### src/rtl/pararam_pkg.sv
// Shared sizing defaults for the ParaRAM round-robin arbiter.
// Latency: none (constants only). Backpressure: not applicable.
// Pointer width is derived from the requester count.
package pararam_pkg;

    localparam int NUM_REQ_DEF    = 4;
    localparam int ADDR_WIDTH_DEF = 6;
    localparam int DATA_WIDTH_DEF = 24;
    localparam int MAX_BURST_DEF  = 4;
    localparam int PTR_W          = $clog2(NUM_REQ_DEF);

    function automatic int ptr_width(input int n);
        return (n > 1) ? $clog2(n) : 1;
    endfunction

endpackage

### src/rtl/pararam_rr_pick.sv
// Round-robin pick: first asserted req at or after ptr, wrapping upward.
// Latency: purely combinational.
// Backpressure: none; a requester that loses simply holds its req.
module pararam_rr_pick
    import pararam_pkg::*;
#(
    parameter int N  = NUM_REQ_DEF,
    parameter int PW = ptr_width(NUM_REQ_DEF)
) (
    input  logic [N-1:0]  req,
    input  logic [PW-1:0] ptr,
    output logic [N-1:0]  win_oh,
    output logic          win_vld,
    output logic [PW-1:0] win_idx
);

    always_comb begin
        win_vld = 1'b0;
        win_idx = '0;
        // Scan farthest-first so the nearest asserted requester wins last.
        for (int k = N - 1; k >= 0; k--) begin
            automatic int c = int'(ptr) + k;
            if (c >= N) c = c - N;
            if (req[c]) begin
                win_vld = 1'b1;
                win_idx = PW'(c);
            end
        end
        win_oh = win_vld ? (N'(1) << win_idx) : '0;
    end

endmodule

### src/rtl/pararam_arbiter.sv
// Round-robin sharing of the single-port ParaRAM; PARARAM_BURST_EN enables burst regrants.
// Latency: grant/RAM drive same cycle as req; read data strobed one cycle after grant.
// Backpressure: losers hold req/we/addr/wdata until gnt; no bubbles between grants.
module pararam_arbiter
    import pararam_pkg::*;
#(
    parameter int NUM_REQ    = NUM_REQ_DEF,
    parameter int ADDR_WIDTH = ADDR_WIDTH_DEF,
    parameter int DATA_WIDTH = DATA_WIDTH_DEF,
    parameter int MAX_BURST  = MAX_BURST_DEF
) (
    input  logic                          clk,
    input  logic                          rst,
    input  logic [NUM_REQ-1:0]            req,
    input  logic [NUM_REQ-1:0]            we,
    input  logic [NUM_REQ*ADDR_WIDTH-1:0] addr,
    input  logic [NUM_REQ*DATA_WIDTH-1:0] wdata,
    output logic [NUM_REQ-1:0]            gnt,
    output logic [NUM_REQ-1:0]            rvalid,
    output logic [DATA_WIDTH-1:0]         rdata,
    output logic                          mem_en,
    output logic                          mem_wc,
    output logic [ADDR_WIDTH-1:0]         mem_addr,
    output logic [DATA_WIDTH-1:0]         mem_wdata,
    input  logic [DATA_WIDTH-1:0]         mem_rdata
);

    localparam int PW = ptr_width(NUM_REQ);

    logic [PW-1:0]      rr_ptr;
    logic [NUM_REQ-1:0] rvalid_q;
    logic [NUM_REQ-1:0] pick_oh;
    logic               pick_vld;
    logic [PW-1:0]      pick_idx;
    logic [NUM_REQ-1:0] win_oh;
    logic               win_vld;
    logic [PW-1:0]      win_idx;
    logic               grant;

    pararam_rr_pick #(.N(NUM_REQ), .PW(PW)) u_pick (
        .req     (req),
        .ptr     (rr_ptr),
        .win_oh  (pick_oh),
        .win_vld (pick_vld),
        .win_idx (pick_idx)
    );

`ifdef PARARAM_BURST_EN
    localparam int BW = $clog2(MAX_BURST) + 1;

    logic [PW-1:0] owner;
    logic          owner_act;
    logic [BW-1:0] burst_cnt;
    logic          burst_rep;

    // Last cycle's winner keeps the RAM while it still asks and has budget left.
    assign burst_rep = owner_act && req[owner] && (burst_cnt < BW'(MAX_BURST - 1));
    assign win_vld   = burst_rep || pick_vld;
    assign win_idx   = burst_rep ? owner : pick_idx;
    assign win_oh    = burst_rep ? (NUM_REQ'(1) << owner) : pick_oh;

    always_ff @(posedge clk) begin
        if (rst) begin
            owner     <= '0;
            owner_act <= 1'b0;
            burst_cnt <= '0;
        end else begin
            owner     <= grant ? win_idx : owner;
            owner_act <= grant;
            burst_cnt <= (grant && burst_rep) ? burst_cnt + BW'(1) : '0;
        end
    end
`else
    assign win_vld = pick_vld;
    assign win_idx = pick_idx;
    assign win_oh  = pick_oh;
`endif

    assign grant     = win_vld && !rst;
    assign gnt       = grant ? win_oh : '0;
    assign mem_en    = grant;
    assign mem_wc    = grant && we[win_idx];
    assign mem_addr  = grant ? addr[int'(win_idx)*ADDR_WIDTH +: ADDR_WIDTH] : '0;
    assign mem_wdata = grant ? wdata[int'(win_idx)*DATA_WIDTH +: DATA_WIDTH] : '0;

    // A read in flight when reset arrives must not be reported to its owner.
    assign rvalid = rvalid_q & {NUM_REQ{~rst}};
    assign rdata  = mem_rdata;

    // Repeat grants in a burst rewrite the same winner+1, so the pointer
    // effectively moves past the owner only once its burst ends.
    always_ff @(posedge clk) begin
        if (rst) begin
            rr_ptr   <= '0;
            rvalid_q <= '0;
        end else begin
            rvalid_q <= gnt & ~we;
            if (grant)
                rr_ptr <= (win_idx == PW'(NUM_REQ - 1)) ? '0 : win_idx + PW'(1);
        end
    end

endmodule

### config.mk
export PLATFORM = sky130hd
export DESIGN_NAME = pararam_arbiter
export DESIGN_NICKNAME = d
export VERILOG_FILES = /design/src/rtl/pararam_pkg.sv /design/src/rtl/pararam_rr_pick.sv /design/src/rtl/pararam_arbiter.sv
export SDC_FILE = /design/constraint.sdc
export NUM_CORES = 1
export LEC_CHECK = 0
export CAP_MARGIN = 15
export CORE_MARGIN = 10
export CORE_UTILIZATION = 22
export CTS_CLUSTER_SIZE = 14
export DETAILED_ROUTE_END_ITERATION = 16
export GPL_TIMING_DRIVEN = 0
export PLACE_DENSITY_LB_ADDON = 0.2
export SYNTH_ARGS = -nofsm -noshare
export SYNTH_HDL_FRONTEND = slang
export SYNTH_SLANG_ARGS = --single-unit
### constraint.sdc
create_clock -name clk -period 1.87 [get_ports clk]
set_clock_uncertainty 0.2 [all_clocks]
set_input_delay 0.187 -clock clk [delete_from_list [all_inputs] [get_ports clk]]
set_output_delay 0.187 -clock clk [all_outputs]
set_load 0.02 [all_outputs]
======== Word-level counts from Yosys, hierarchy flattened ========
Cells that the tools add are included.
word-level totals
  register bits ........................... 6
  bits in latches ......................... 0
  RAM bits ................................ 0
  ROM bits ................................ 0
  bits of input ports ..................... 154
  logic and storage cells ................. 63
  memories kept ........................... 0
operators by class
  $add $sub $neg .......................... 8
  multiply operators ...................... 2
  div/mod/pow operators ................... 0
  magnitude comparators ................... 9
  eq/ne operators ......................... 1
  shifts and indexed selects .............. 3
  multiplexer cells ....................... 31
  bitwise operators ....................... 4
  reduce and logical (&&, ||, !) cells .... 3
operator list
  cell                                                                count
  less-than comparator 32 x 4 -> 1 bit, second input constant         4
  2-to-1 mux 32 bit                                                   4
  greater-or-equal comparator 32 x 4 -> 1 bit, second input constant  3
  variable part select 96 x 8 -> 24 bit                               1
  subtractor 32 x 4 -> 32 bit, second input constant                  3
  2-to-1 mux 24 bit                                                   1
  variable part select 24 x 6 -> 6 bit                                1
  2-to-1 mux 1 bit                                                    13
  binary-select mux 1 bit (select 2 bit)                              5
  2-to-1 mux 2 bit                                                    5
  bitwise AND 4 bit                                                   2
  multiplier 2 x 2 -> 4 bit, second input constant                    2
  2-to-1 mux 4 bit                                                    2
  adder 2 x 2 -> 3 bit, second input constant                         2
  2-to-1 mux 6 bit                                                    1
  inverter 4 bit                                                      1
  left shift 1 x 2 -> 4 bit, first input constant                     1
  subtractor 2 x 3 -> 4 bit, second input constant                    1
  adder 2 x 1 -> 3 bit, second input constant                         1
  greater-or-equal comparator 2 x 3 -> 1 bit, second input constant   1
  less-than comparator 2 x 3 -> 1 bit, second input constant          1
  adder 2 x 1 -> 2 bit, second input constant                         1
  == test 2 bit, second input constant                                1
  logical AND 1 bit                                                   2
  2 further kinds                                                     2

======== Longest topological paths before layout ========
  depth after elaboration ................. 14
  depth in mapped cells ................... 9
  gate-level depth less buffers ........... 7

======== Hierarchy ========
Synthesis repeated with hierarchy kept, for this count alone.
second synthesis, totals
  cell total of the unflattened synthesis .. 188
  area total of the unflattened synthesis .. 1,727.9 um2
modules (own cells, without submodules)
  module           instances  cells an instance  area an instance (um2)  sequential area each (um2)
  pararam_arbiter  1          159                1,545.2                 120.1
  pararam_rr_pick  1          29                 182.7                   0.0

======== Worst setup path before layout ========
OpenSTA, ideal clock, no wires.
  kind .................................... register to register
  start point ............................. reg rr_ptr[1]
  end point ............................... reg rvalid_q[1]
  arrival ................................. 1.642 ns
  path slack .............................. -0.086 ns
  cell stages (with the launch flop) ...... 10
  buffers on the path ..................... 2
  period minus slack after synthesis ...... 1.956 ns
  cell sequence ........................... dfxtp_1 -> a21o_1 -> a21oi_1 -> o22a_2 -> buf_12 -> buf_12 -> inv_1 -> ha_1 -> and2_1 -> nor2b_1
between the ends
  longest elaborated chain between the ends .. 14
RTL lines
  what                                                                                        line                   text
  start: declaration                                                                          pararam_arbiter.sv:30  logic [PW-1:0] rr_ptr;
  start signal: assignment                                                                    pararam_arbiter.sv:99  rr_ptr <= (win_idx == PW'(NUM_REQ - 1)) ? '0 : win_idx + PW'(1);
  adder 2 x 2 -> 3 bit                                                                        pararam_rr_pick.sv:22  automatic int c = int'(ptr) + k;
  subtractor 32 x 4 -> 32 bit or greater-or-equal comparator 32 x 4 -> 1 bit (tied branches)  pararam_rr_pick.sv:23  if (c >= N) c = c - N;
  2-to-1 mux 32 bit                                                                           pararam_rr_pick.sv:23
  binary-select mux 1 bit (select 2 bit)                                                      pararam_rr_pick.sv:24  if (req[c]) begin
  2-to-1 mux 1 bit (implied by the code) (2 in series)                                        pararam_rr_pick.sv:24
  2-to-1 mux 2 bit (4 in series)                                                              pararam_rr_pick.sv:24
  left shift 1 x 2 -> 4 bit                                                                   pararam_rr_pick.sv:29  win_oh = win_vld ? (N'(1) << win_idx) : '0;
  2-to-1 mux 4 bit                                                                            pararam_rr_pick.sv:29
  2-to-1 mux 4 bit (*)                                                                        pararam_arbiter.sv:80  assign gnt = grant ? win_oh : '0;
  via gnt[1]                                                                                  pararam_arbiter.sv:18  output logic [NUM_REQ-1:0] gnt,
  bitwise AND 4 bit (*)                                                                       pararam_arbiter.sv:97  rvalid_q <= gnt & ~we;
  end signal: assignment                                                                      pararam_arbiter.sv:97
  end: declaration                                                                            pararam_arbiter.sv:31  logic [NUM_REQ-1:0] rvalid_q;
Mark *: on every way through the listed nets, which the timed path passes. The rest lies on a longest branch. The select of a mux whose other input is x is not followed.
A chain may end at the register's enable or synchronous reset.

======== Worst setup path after layout ========
  start point ............................. reg rr_ptr[1]
  end point ............................... out mem_wdata[9]
between the ends
  longest elaborated chain between the ends .. 13
RTL lines
  what                                                                                        line                   text
  adder 2 x 2 -> 3 bit                                                                        pararam_rr_pick.sv:22
  subtractor 32 x 4 -> 32 bit or greater-or-equal comparator 32 x 4 -> 1 bit (tied branches)  pararam_rr_pick.sv:23
  2-to-1 mux 32 bit                                                                           pararam_rr_pick.sv:23
  binary-select mux 1 bit (select 2 bit)                                                      pararam_rr_pick.sv:24
  2-to-1 mux 1 bit (implied by the code) (2 in series)                                        pararam_rr_pick.sv:24
  2-to-1 mux 2 bit (4 in series)                                                              pararam_rr_pick.sv:24
  multiplier 2 x 2 -> 4 bit                                                                   pararam_arbiter.sv:84  assign mem_wdata = grant ? wdata[int'(win_idx)*DATA_WIDTH +: DATA_WIDTH] : '0;
  variable part select 96 x 8 -> 24 bit                                                       pararam_arbiter.sv:84
  2-to-1 mux 24 bit (*)                                                                       pararam_arbiter.sv:84
  end: declaration                                                                            pararam_arbiter.sv:24  output logic [DATA_WIDTH-1:0] mem_wdata,
Mark *: on every way between the ends. The rest lies on a longest branch, timed or not. The select of a mux whose other input is x is not followed.

==> out/results.env <==
FP-ROW-COUNT=30
DETAIL_ROUTE.WL_PER_CELL_UM=18.60
MAXIMUM_NUMBER_OF_PINS_ON_ONE_NET_BEFORE_GLOBAL_ROUTE_REPAIR=11
CTS-HTREE-LEVELS=1
LAYOUT.CELLS.MOST_COMMON='sky130_fd_sc_hd__clkdlybuf4s50_1'
DIE-WIDTH_UM=104.0
WORST_PIN_SLEW_NS=0.3874
GP_CONGESTION=0.7527
FINISH.INSTANCE_AREA_UM2=3956
DETAILED_PLACE_HPWL_UM=7522
SYN_NETS=332
MOSTFREQUENTLAYOUTCELLS='149 x sky130_fd_sc_hd__clkdlybuf4s50_1, 61 x sky130_fd_sc_hd__mux2i_1, 57 x sky130_fd_sc_hd__buf_4'
AREA_SHARE_OF_THE_LARGEST_CELL_TYPE_AFTER_SYNTHESIS=0.4065
DESIGN_POWER_TOTAL_mW=2.265
CLOCK_LATENCY_REPORTED_FOR_THE_LATE_SIDE_OF_THE_WORST_SKEW_PAIR_NS=0.22
TIMING.FINAL.SETUP_VIOLATIONS=36
HOLD_REMOVAL_PATH_CLASS='in2reg'
CRIT_PATH_MAX_FANOUT=5
TIMING.MAX_SLEW.REL_SLACK=0.7398
GRT.OVERFLOW.TOTAL=0
AREA_GROWTH_PCT=155.0
FINALNETCOUNT=550
DRIVE_GT1_FRAC=0.3103
YS.WARNINGS.COUNT=0
TIMING.CRITICAL_PATH.ARRIVAL_NS=1.84
FIRST_PASS_GRT_WIRE_LENGTH_UM=13230
VIAS=2138
SYNTHDISTINCTLIBCELLS=21
YS_SEQ_AREA_FRAC=0.07742
HOLD_VIOL=0
CLOCK-ROOT-BUFFER='sky130_fd_sc_hd__clkbuf_8'
CRIT_PATH_TOP_DELAY_CELL='sky130_fd_sc_hd__dfxtp_4'
YOSYS-TOP-CELLS-AREA='sky130_fd_sc_hd__mux2i_1 41%, sky130_fd_sc_hd__o22ai_1 13%, sky130_fd_sc_hd__buf_4 12%'
BUFFER_PORTS.INSERTED=193
FINALMAXSLEWVIOLATIONS=0
DETAILEDROUTE.FIRSTPASSITERATIONCOUNT=4
ROUTE.ANTENNA.REMAINING_NETS=0
ENDPOINT_KIND='output port'
POSTSYNTHREGISTERBITS=6
INITIAL_CORE_UTIL=0.2271
GRT_SETUP_UNREPAIRED='yes'
TRITONCTS.NUM_BUFFERS=3
CAP_VIOLATIONS=0
CP-START-KIND='register'
CORE_AREA_UM2=6832
POST_DRT_VIA_CELL_RATIO=4.399
GRT_ANTENNA_BEFORE_REPAIR=0
IOS=218
WORSTPATHREQUIRED_NS=1.48
FIN_UTIL=0.5791
MAX_CLOCK_FREQ_MHz=449.2
POST_DP_CELL_AREA_UM2=3621
STATUS='finished with violations'
GR-USAGE-ALL-LAYERS=0.1511
SETUP_SLACK_NS=-0.3564
PATH_CLK_SLEW_NS=0.04
CLOCK_SINK_COUNT=6
HOLDWS_NS=0.3356
CRIT_TOP_CELL='sky130_fd_sc_hd__clkbuf_16'
CTS-ROOT-TO-SINK-BUFFERS=2
DRCVIOLATIONCOUNT=0
POSTSYNTHCELLCOUNT=174
CPPEAKSTAGEDELAY_NS=0.34
FIRST_GLOBAL_VIAS=2352
WL_UM=9042
N_FILL_CELL=653
POST_SYNTH_INSTANCE_AREA_UM2=1551
FLOORPLAN.DIE_AREA_UM2=10810
POWER.DENSITY_nW_PER_UM2=572.5
PLACE_WORST_SETUP_SLACK_NS=-1.112
POST-SYNTH-TOP-AREA-CELL='sky130_fd_sc_hd__mux2i_1'
VIOLATIONS_IN_THE_FINAL_REPORTS='setup timing'
FINALWORSTPATHREQUIREDPERIOD_NS=2.226
MAX-VDD-IR-DROP_mV=0.2313
CHIPHEIGHT_UM=104.0
DETAIL_ROUTE.ITER0.VIOLATIONS=42
P_LEAK_nW=1.709
TIMING.SETUP.CRITICAL_PATH_CLASS='reg2out'
CLOCK_TREE_FROM_TRITONCTS='yes'
CRITICAL_PATH.CELL_CHAIN='a21o_1 -> a21oi_2 -> o22a_4 -> clkbuf_16 -> clkbuf_16 -> mux2i_1 -> o22ai_1 -> buf_4'
ANTENNA-DIODE-COUNT=0
PERIOD_SHARE=1.191
SYN_AVG_CELL_AREA_UM2=8.917
-- logic make-up after synthesis --
logic type,after synthesis,share of synthesized area
mux,63,0.4064
compound gates,39,0.1677
fa+ha+maj,4,0.03226
buf+inv,42,0.2379
simple gates,20,0.07823
flops,6,0.07742
-- final cells by class --
class / count / area, um2 / share of cell area
buffer: 37 / 376.6 / 0.09519
clock buffer: 3 / 41.29 / 0.01044
inverter: 5 / 28.78 / 0.007274
multi-input combinational: 126 / 1172 / 0.2963
sequential: 6 / 127.6 / 0.03226
tap: 96 / 120.1 / 0.03036
timing repair buffer: 213 / 2090 / 0.5281
-- worst max-delay path, delay by kind of cell, from the launching register on --
family                 cells  cell delay (ns)
muxes                      1             0.19
DFF                        1             0.34
AOI/OAI and AO/OA          4             0.61
buffers and inverters      3             0.47
-- through the flow --
stage | TNS (ns) | instances
2_1_floorplan | -1.143 | 174
3_3_place_gp | -39.03 | 463
3_5_place_dp | -40.28 | 463
4_1_cts | -10.93 | 485
5_1_grt | -13.80 | 486
6_report | -11.29 | 486
-- power breakdown --
group / switching, mW / leakage, nW / internal, mW
clock network: 0.0544 / 0.0216 / 0.138
registers: 0.0125 / 0.0503 / 0.147
logic: 0.821 / 1.64 / 1.09
total: 0.888 / 1.71 / 1.38
-- repair_timing --
| item | in CTS | in global routing |
|---|---|---|
| hold buffers | 0 | 0 |
| resized for setup | 202 | 14 |
| cloned | 2 | 5 |
| endpoints found under the hold margin | 0 | 0 |
| pin swaps | 7 | 14 |
| endpoints found under the setup margin | 45 | 38 |
| buffers inserted | 17 | 2 |
-- worst paths after layout --
path	from	to	slack, ns	cells past startpoint
setup / recovery	rr_ptr[1]	mem_wdata[9]	-0.36	8
hold / removal	we[1]	rvalid_q[1]	0.34	2
setup reg to reg	rr_ptr[1]	rvalid_q[2]	-0.02	9
hold reg to reg	rr_ptr[1]	rr_ptr[1]	0.42	3
-- cell usage after synthesis --
master / number
sky130_fd_sc_hd__mux2i_1: 63
sky130_fd_sc_hd__o22ai_1: 32
sky130_fd_sc_hd__buf_4: 24
sky130_fd_sc_hd__nor2b_1: 8
sky130_fd_sc_hd__buf_12: 7
sky130_fd_sc_hd__buf_2: 6
sky130_fd_sc_hd__dfxtp_1: 6
sky130_fd_sc_hd__and2_1: 4
sky130_fd_sc_hd__ha_1: 4
sky130_fd_sc_hd__inv_1: 4
sky130_fd_sc_hd__a21oi_1: 3
sky130_fd_sc_hd__nand2_1: 2
sky130_fd_sc_hd__nand2b_1: 2
sky130_fd_sc_hd__nor2_1: 2
sky130_fd_sc_hd__a211oi_1: 1
sky130_fd_sc_hd__a211oi_4: 1
sky130_fd_sc_hd__a21o_1: 1
sky130_fd_sc_hd__inv_2: 1
sky130_fd_sc_hd__nor2_2: 1
sky130_fd_sc_hd__nor4_2: 1
sky130_fd_sc_hd__o22a_2: 1
-- routing by layer --
| layer | vias to the layer above | GRT usage | wire length, um |
|---|---|---|---|
| met1 | 951 | 0.1503 | 3270 |
| met3 | 4 | 0.07683 | 1013 |
| met2 | 122 | 0.2811 | 4739 |
| met5 | - | 0 | 0 |
| li1 | 1061 | - | - |
| met4 | 0 | 0.01690 | 18 |
-- flip-flops by register name (all words and copies together) (netlist names) --
signal,cells
rr_ptr,2
rvalid_q,4
(Power assumes the default switching activity.)
